### config.mk
export PLATFORM = sky130hd
export DESIGN_NAME = fresh_input_parser
export DESIGN_NICKNAME = d
export VERILOG_FILES = /design/src/rtl/fresh_input_parser.sv
export SDC_FILE = /design/constraint.sdc
export NUM_CORES = 1
export LEC_CHECK = 0
export ABC_AREA = 0
export CAP_MARGIN = 0
export CORE_MARGIN = 2
export CORE_UTILIZATION = 40
export CTS_CLUSTER_DIAMETER = 150
export DETAILED_ROUTE_END_ITERATION = 6
export PLACE_DENSITY = 0.74
export SLEW_MARGIN = 20
export SYNTH_ARGS = -nofsm -noshare
export SYNTH_HDL_FRONTEND = slang
export SYNTH_SLANG_ARGS = --single-unit
### constraint.sdc
create_clock -name clk -period 4.7 [get_ports clk]
set_clock_uncertainty 0.05 [all_clocks]
set_input_delay 0.94 -clock clk [delete_from_list [all_inputs] [get_ports clk]]
set_output_delay 0.94 -clock clk [all_outputs]
set_load 0.02 [all_outputs]
### src/rtl/fresh_input_parser.sv
// fresh_input_parser: parses "lo-hi" range lines, a blank line, then "id" lines from an ASCII byte stream.
// Optional malformed-line detection and dropping is enabled by defining PARSER_ERR_CHECK_EN.
module fresh_input_parser #(
    parameter int ADDR_W = 17,
    parameter int CNT_W  = 16
) (
    input  logic              clk,
    input  logic              rst_n,
    input  logic              in_valid,
    output logic              in_ready,
    input  logic [7:0]        in_data,
    input  logic              in_last,
    output logic              rng_valid,
    input  logic              rng_ready,
    output logic [ADDR_W-1:0] rng_low,
    output logic [ADDR_W-1:0] rng_high,
    output logic              rng_fresh,
    output logic              id_valid,
    input  logic              id_ready,
    output logic [ADDR_W-1:0] id_addr,
    output logic              done,
    output logic [CNT_W-1:0]  range_count,
    output logic [CNT_W-1:0]  id_count,
    output logic              parse_err
);
`ifdef PARSER_ERR_CHECK_EN
    localparam bit ERR_EN = 1'b1;
`else
    localparam bit ERR_EN = 1'b0;
`endif
    localparam int AW = ADDR_W + 4;
    localparam logic [7:0] LF = 8'h0A;
    localparam logic [7:0] CR = 8'h0D;
    localparam logic [7:0] DASH = 8'h2D;

    typedef enum logic [1:0] {S_LO, S_HI, S_ID, S_DONE} state_t;

    state_t            state_q, state_d;
    logic [AW-1:0]     acc_q, acc_d, acc_next, num;
    logic              digit_seen_q, digit_seen_d;
    logic              drop_q, drop_d;
    logic [ADDR_W-1:0] lo_q, lo_d;
    logic              rng_valid_q, rng_valid_d;
    logic [ADDR_W-1:0] rng_low_q, rng_low_d, rng_high_q, rng_high_d;
    logic              id_valid_q, id_valid_d;
    logic [ADDR_W-1:0] id_addr_q, id_addr_d;
    logic              done_q, done_d;
    logic [CNT_W-1:0]  range_count_q, range_count_d, id_count_q, id_count_d;
    logic              parse_err_q, parse_err_d;
    logic              accept, is_digit, bad, emit_rng, emit_id;

    assign in_ready    = !rng_valid_q && !id_valid_q && !done_q;
    assign rng_valid   = rng_valid_q;
    assign rng_low     = rng_low_q;
    assign rng_high    = rng_high_q;
    assign rng_fresh   = rng_valid_q;
    assign id_valid    = id_valid_q;
    assign id_addr     = id_addr_q;
    assign done        = done_q;
    assign range_count = range_count_q;
    assign id_count    = id_count_q;
    assign parse_err   = parse_err_q;

    always_comb begin
        accept        = in_valid && in_ready;
        is_digit      = in_data >= 8'h30 && in_data <= 8'h39;
        acc_next      = acc_q * AW'(10) + AW'(in_data[3:0]);
        state_d       = state_q;
        acc_d         = acc_q;
        digit_seen_d  = digit_seen_q;
        drop_d        = drop_q;
        lo_d          = lo_q;
        parse_err_d   = parse_err_q;
        rng_valid_d   = rng_valid_q && !rng_ready;
        rng_low_d     = rng_low_q;
        rng_high_d    = rng_high_q;
        id_valid_d    = id_valid_q && !id_ready;
        id_addr_d     = id_addr_q;
        range_count_d = range_count_q + CNT_W'(rng_valid_q && rng_ready);
        id_count_d    = id_count_q + CNT_W'(id_valid_q && id_ready);
        bad           = 1'b0;
        emit_rng      = 1'b0;
        emit_id       = 1'b0;
        if (accept) begin
            if (drop_q) begin
                drop_d = in_data != LF;
            end else if (is_digit) begin
                acc_d        = acc_next;
                digit_seen_d = 1'b1;
                bad          = ERR_EN && |acc_next[AW-1:ADDR_W];
            end else if (in_data == DASH) begin
                if (state_q == S_LO && digit_seen_q) begin
                    lo_d         = acc_q[ADDR_W-1:0];
                    acc_d        = '0;
                    digit_seen_d = 1'b0;
                    state_d      = S_HI;
                end else begin
                    bad = ERR_EN;
                end
            end else if (in_data == LF) begin
                acc_d        = '0;
                digit_seen_d = 1'b0;
                if (state_q == S_LO) begin
                    state_d = digit_seen_q ? S_LO : S_ID;
                    bad     = ERR_EN && digit_seen_q;
                end else if (state_q == S_HI) begin
                    state_d  = S_LO;
                    emit_rng = digit_seen_q;
                    bad      = ERR_EN && !digit_seen_q;
                end else begin
                    emit_id = digit_seen_q;
                end
            end else if (in_data != CR) begin
                bad = ERR_EN;
            end
            // A malformed line is discarded up to and including its newline
            if (bad) begin
                parse_err_d  = 1'b1;
                drop_d       = in_data != LF;
                acc_d        = '0;
                digit_seen_d = 1'b0;
                state_d      = (state_q == S_ID) ? S_ID : S_LO;
            end
            if (in_last) begin
                if (!drop_d && in_data != LF && digit_seen_d) begin
                    emit_rng = state_d == S_HI;
                    emit_id  = state_d == S_ID;
                end
                state_d = S_DONE;
            end
        end
        num = (in_data == LF) ? acc_q : acc_d;
        if (emit_rng && ERR_EN && lo_q > num[ADDR_W-1:0]) begin
            emit_rng    = 1'b0;
            parse_err_d = 1'b1;
        end
        if (emit_rng) begin
            rng_valid_d = 1'b1;
            rng_low_d   = lo_q;
            rng_high_d  = num[ADDR_W-1:0];
        end
        if (emit_id) begin
            id_valid_d = 1'b1;
            id_addr_d  = num[ADDR_W-1:0];
        end
        done_d = done_q || (state_d == S_DONE && !rng_valid_d && !id_valid_d);
    end

    always_ff @(posedge clk) begin
        if (!rst_n) begin
            state_q       <= S_LO;
            acc_q         <= '0;
            digit_seen_q  <= 1'b0;
            drop_q        <= 1'b0;
            lo_q          <= '0;
            rng_valid_q   <= 1'b0;
            rng_low_q     <= '0;
            rng_high_q    <= '0;
            id_valid_q    <= 1'b0;
            id_addr_q     <= '0;
            done_q        <= 1'b0;
            range_count_q <= '0;
            id_count_q    <= '0;
            parse_err_q   <= 1'b0;
        end else begin
            state_q       <= state_d;
            acc_q         <= acc_d;
            digit_seen_q  <= digit_seen_d;
            drop_q        <= drop_d;
            lo_q          <= lo_d;
            rng_valid_q   <= rng_valid_d;
            rng_low_q     <= rng_low_d;
            rng_high_q    <= rng_high_d;
            id_valid_q    <= id_valid_d;
            id_addr_q     <= id_addr_d;
            done_q        <= done_d;
            range_count_q <= range_count_d;
            id_count_q    <= id_count_d;
            parse_err_q   <= parse_err_d;
        end
    end
endmodule

Yosys cells after proc, flatten, opt, wreduce, memory -nomap -nowiden
Index checks and enable logic that the tools add are counted.

Register bits after elaboration: 129.

Add/sub/neg operators: 3. Multiply operators: 1. Magnitude comparators: 2. Equal/unequal tests: 8. Mux-type cells: 52. Bitwise logic cells: 2. Reduce and logical (&&, ||, !) cells: 25.

Operators by type and width (number): 21-bit two-way mux (7); 16-bit by 1-bit adder with 16-bit output (2); 1-bit two-way mux (31); 2-bit two-way mux (13); 21-bit by 4-bit adder with 21-bit output (1); 21-bit by 3-bit multiplier with 20-bit output (second input constant) (1); 17-bit two-way mux (1); 1-bit logical AND (13); 8-bit by 4-bit == test with 1-bit output (second input constant) (1); 8-bit by 6-bit == test with 1-bit output (second input constant) (1); 8-bit by 6-bit greater-or-equal comparator with 1-bit output (second input constant) (1); 8-bit by 6-bit less-or-equal comparator with 1-bit output (second input constant) (1); 1-bit zero test (8); 8-bit by 4-bit != test with 1-bit output (second input constant) (1); 2-bit == test (second input constant) (3); 5-bit AND reduction (1); 2-bit by 1-bit == test with 1-bit output (second input constant) (2); 2-bit zero test (1); 1-bit NOT (2); 2-bit AND reduction (1); 1-bit logical OR (1).

Logic depth before layout (Yosys ltp)
Depth in word-level cells: 18. Gate-level depth with buffers: 12.

Least setup slack after synthesis
No wires, ideal clock.

Kind: input to register. Start: in in_data[7]. End: reg rng_low_q[4], in the netlist rng_low[4]. Data arrival time: 2.886 ns. Required time: 4.518 ns. Slack: 1.632 ns. Stages: 11. Path buffers: 3. Path through: nor4b_2 > and4b_1 > buf_4 > or4b_1 > a21o_1 > and3_4 > o21a_4 > buf_6 > buf_6 > nand2_1 > a21oi_1.

Word-level cells in the longest chain between the ends: 11. Elaborated cells between the ends (all ways): 32. Classes of those cells: 2 x order compare; 4 x eq/ne; 22 x mux; 4 x reduce/logical.

RTL lines: from (decl) (RTL line 11) `input logic [7:0] in_data,`; parallel branches: the longest is 9 deep, another holds 8-bit by 6-bit greater-or-equal comparator with 1-bit output; 1-bit two-way mux (*) (RTL line 124) `if (in_last) begin`; 1-bit two-way mux (*) (RTL line 84) `if (accept) begin`; to (signal assigned) (RTL line 172) `rng_low_q <= rng_low_d;`; to (decl) (RTL line 44) `logic [ADDR_W-1:0] rng_low_q, rng_low_d, rng_high_q, rng_high_d;`.

Every way passes the cells marked *. The select of a mux whose other input is x is not followed. A chain may end at the register's enable or synchronous reset.

Worst setup path after layout
Start: reg acc_q[1]. End: reg rng_high_q[16], in the netlist rng_high[16].

Word-level cells in the longest chain between the ends: 7.

RTL lines: from (decl) (RTL line 39) `logic [AW-1:0] acc_q, acc_d, acc_next, num;`; from (signal assigned) (RTL line 152) `acc_q <= '0;`; from (signal assigned) (RTL line 167) `acc_q <= acc_d;`; 21-bit by 3-bit multiplier with 20-bit output (RTL line 67) `acc_next = acc_q * AW'(10) + AW'(in_data[3:0]);`; 21-bit by 4-bit adder with 21-bit output (RTL line 67); 21-bit two-way mux (RTL line 87) `end else if (is_digit) begin`; 21-bit two-way mux (RTL line 85) `if (drop_q) begin`; 21-bit two-way mux (RTL line 117) `if (bad) begin`; 21-bit two-way mux (RTL line 84); 17-bit two-way mux (RTL line 132) `num = (in_data == LF) ? acc_q : acc_d;`; to (signal assigned) (RTL line 173) `rng_high_q <= rng_high_d;`; to (decl) (RTL line 44).

Every way passes these cells.

==> flow_metrics.env <==
export IMPL_outcome="finished, final reports clean"
export IMPL_setup_viol=0
export IMPL_hold_buffers_post_cts=0
export IMPL_post_synthesis_sequential_area_ratio_pct=40.3
export IMPL_worst_ep_arrival_time_ns=3.84
export IMPL_port_buffer_cells=101
export IMPL_antenna_diode_count=0
export IMPL_power_per_cell_area_mw_per_mm2=313
export IMPL_cpMaxStageDelayCell="a211oi_1"
export IMPL_synth_seq_cells=124
export IMPL_finish_cell_count_without_fillers=984
export IMPL_dpl_worst_slack_ns=0.878
export IMPL_post_syn_area_sq_mm=0.00616
export IMPL_via_count=5197
export IMPL_worst_path_most_repeated_cell="ha_1"
export IMPL_fmaxAchievable_ghz=0.276
export IMPL_worstPathCellList="ha_1, ha_1, inv_1, fa_1, nand2b_1, a211oi_1, o2111ai_1, o311ai_1, nand3_1, o31a_1, o21ai_1, a31oi_1"
export IMPL_cts_resized_gates=0
export IMPL_rows=45
export IMPL_layout_setup_ws_ns=1.07
export IMPL_number_of_remaining_drc_errors=0
export IMPL_drive_above_1_share_pct=8.42
export IMPL_cts_reportedPaths_clkPinSlew_ns=0.05
export IMPL_setup_repair_after_global_routing_missed_its_margin="false"
export IMPL_setup_worst_path_start_class="flip-flop"
export IMPL_antenna_found_initial=0
export IMPL_antenna_left=0
export IMPL_clock_tree_buffer_depth=2
export IMPL_placed_cells=955
export IMPL_core_area_sq_mm=0.0151
export IMPL_fp_dieArea_sq_mm=0.0164
export IMPL_tritoncts="done"
export IMPL_timing_setup_tns_ns=0
export IMPL_floorplan_io_pins=103
export IMPL_globalplace_congestion=0.904
export IMPL_max_stage_delay_ns=0.54
export IMPL_cts_made_buffers=17
export IMPL_first_pass_iters=4
export IMPL_global_route_overflow_total=0
export IMPL_flow_area_growth_from_synthesis_pct=26.7
export IMPL_maxSlewViolCount=0
export IMPL_route_final_wire_length_um=14100
export IMPL_worstHoldPathType="reg -> reg"
export IMPL_synth_async_reset_ratio_pct=0
export IMPL_peakVddDrop_mv=0.265
export IMPL_timing_slew_headroom_pct=39.5
export IMPL_clock_insertion_delay_worst_skew_ns=0.42
export IMPL_hold_viol=0
export IMPL_area_used_by_sequential_logic_in_the_layout_sq_mm=0.00248
export IMPL_reg2reg_setup_slack_ns=1.07
export IMPL_synth_enable_flop_cells=0
export IMPL_h_tree_depth=4
export IMPL_largest_net_degree_at_the_start_of_global_routing=57
export IMPL_criticalPathCategory="reg -> reg"
export IMPL_viasPerCell=5.28
export IMPL_clock_sinks=124
export IMPL_multi_input_area_sq_mm=0.00339
export IMPL_vias_in_the_first_global_route=4689
export IMPL_n_fill_cell=1395
export IMPL_die_w_um=128
export IMPL_global_route_usage_total_pct=17.7
export IMPL_post_synth_cell_area_avg_sq_um=8.76
export IMPL_cap_violations=0
export IMPL_end_kind="flip-flop"
export IMPL_iteration_0_drc_markers=286
export IMPL_synth_main_ff_cell="dfxtp_1"
export IMPL_cts_root_buf="clkbuf_16"
export IMPL_dp_hpwl_um=10100
export IMPL_fin_crit_sh_pct=77.1
export IMPL_num_nets_final=834
export IMPL_post_detailed_route_wirelength_per_cell_um=14.3
export IMPL_period_minus_slack_ns=3.63
export IMPL_timing_critical_path_fanout_max=6
export IMPL_grt_pass1_wl_um=23200
export IMPL_initial_utilization_pct=40.6
export IMPL_chipHeight_um=128
export IMPL_cp_required_ns=4.92
export IMPL_syn_nets=751
export IMPL_worst_slew_pin_slew_ns=0.907
export IMPL_p_leak_nw=2.89
export IMPL_yosysWarningCount=0
export IMPL_post_cts_repair_setup_buffers=0
export IMPL_synthesis_instances=703
export IMPL_netlist_cell_type_count=62
path summary, 6_finish.rpt:
kind,cells after the start,to,start
setup / recovery,12,rng_high[16]$_SDFFE_PN0P_,acc_q[1]$_SDFF_PN0_
hold / removal,2,rng_low[14]$_SDFFE_PN0P_,rng_low[14]$_SDFFE_PN0P_
setup reg to reg,12,rng_high[16]$_SDFFE_PN0P_,acc_q[1]$_SDFF_PN0_
hold reg to reg,2,rng_low[14]$_SDFFE_PN0P_,rng_low[14]$_SDFFE_PN0P_
where the power goes:
part	switching (mW)	internal, mW
combinational	0.0428	0.0256
sequential	0.00423	1.06
clock	0.448	0.864
total	0.495	1.94
cell families (layout without fill, tap and decap cells):
group | Yosys count | after routing | share of synthesized area [%]
mux | 19 | 19 | 3.09
xor+xnor | 43 | 43 | 6.12
fa+ha+maj | 34 | 34 | 7.15
flops | 124 | 124 | 40.3
other cells | 1 | 1 | 0.0609
buf+inv | 56 | 149 | 4.76
compound gates | 152 | 152 | 17.5
simple gates | 274 | 274 | 21.0
state kept, by name, indices dropped and copies added (netlist names), 2 cells and up:
register and count:
range_count 16, lo_q 17, rng_low 17, state_q 2
acc_q 17, rng_high 17, id_count 16, id_addr 17
cells in the final DEF (no fill, tap or decap), drive strengths merged, types with 18 or more instances in the layout:
| master | netlist | final |
|---|---|---|
| a211oi | 22 | 22 |
| dfxtp | 124 | 124 |
| xor2 | 27 | 27 |
| ha | 32 | 32 |
| clkdlybuf4s50 | 0 | 101 |
| a22oi | 18 | 18 |
| clkbuf | 24 | 22 |
| o21ai | 27 | 27 |
| nand2 | 70 | 70 |
| nor2 | 104 | 104 |
| a21oi | 48 | 48 |
| mux2i | 19 | 19 |
| nor3 | 18 | 18 |
worst max-delay path, delay by kind of cell (launching register included):
family	cells	cell delay [ns]
compound gates	6	1.72
fa+ha+maj	3	0.89
buf+inv	1	0.06
flops	1	0.38
simple gates	2	0.36
metal layers:
metal | track usage (%) | up-vias | share of wire, %
li1 | - | 2621 | -
met1 | 24.2 | 2422 | 49
met2 | 27.0 | 137 | 44
met3 | 4.05 | 17 | 5.6
met4 | 6.92 | 0 | 1.5
met5 | 0 | - | 0
through the flow:
step | cell area [sq um] | total power [mW] | hold slack, ns | util, %
2_1_floorplan | 6160 | 1.12 | 0.381 | -
3_3_place_gp | 7210 | 1.15 | 0.393 | 47.6
3_5_place_dp | 7210 | 1.15 | 0.397 | 47.6
4_1_cts | 7800 | 2.46 | 0.404 | 51.5
5_1_grt | 7800 | 2.51 | 0.419 | 51.5
6_report | 7800 | 2.44 | 0.401 | 51.5
Yosys cell counts (all sizes together) (15+ instances only):
master,n,area (sq um)
nand2,70,263
a21oi,48,240
nand3,17,85.1
xnor2,16,140
buf,20,158
and2,15,93.8
ha,32,400
a22oi,18,135
clkbuf,24,90.1
xor2,27,236
nor3,18,90.1
a211oi,22,260
o21ai,27,143
dfxtp,124,2480
nor2,104,390
mux2i,19,190
cell type report:
class,count,area share (%)
flip-flops and latches,124,31.8
clock buffers,22,6.08
repair buffers,108,13.6
inverters,12,0.593
clock inverters,7,1.48
well taps,188,3.01
multi-input cells,523,43.4
(Power assumes the default switching activity.)
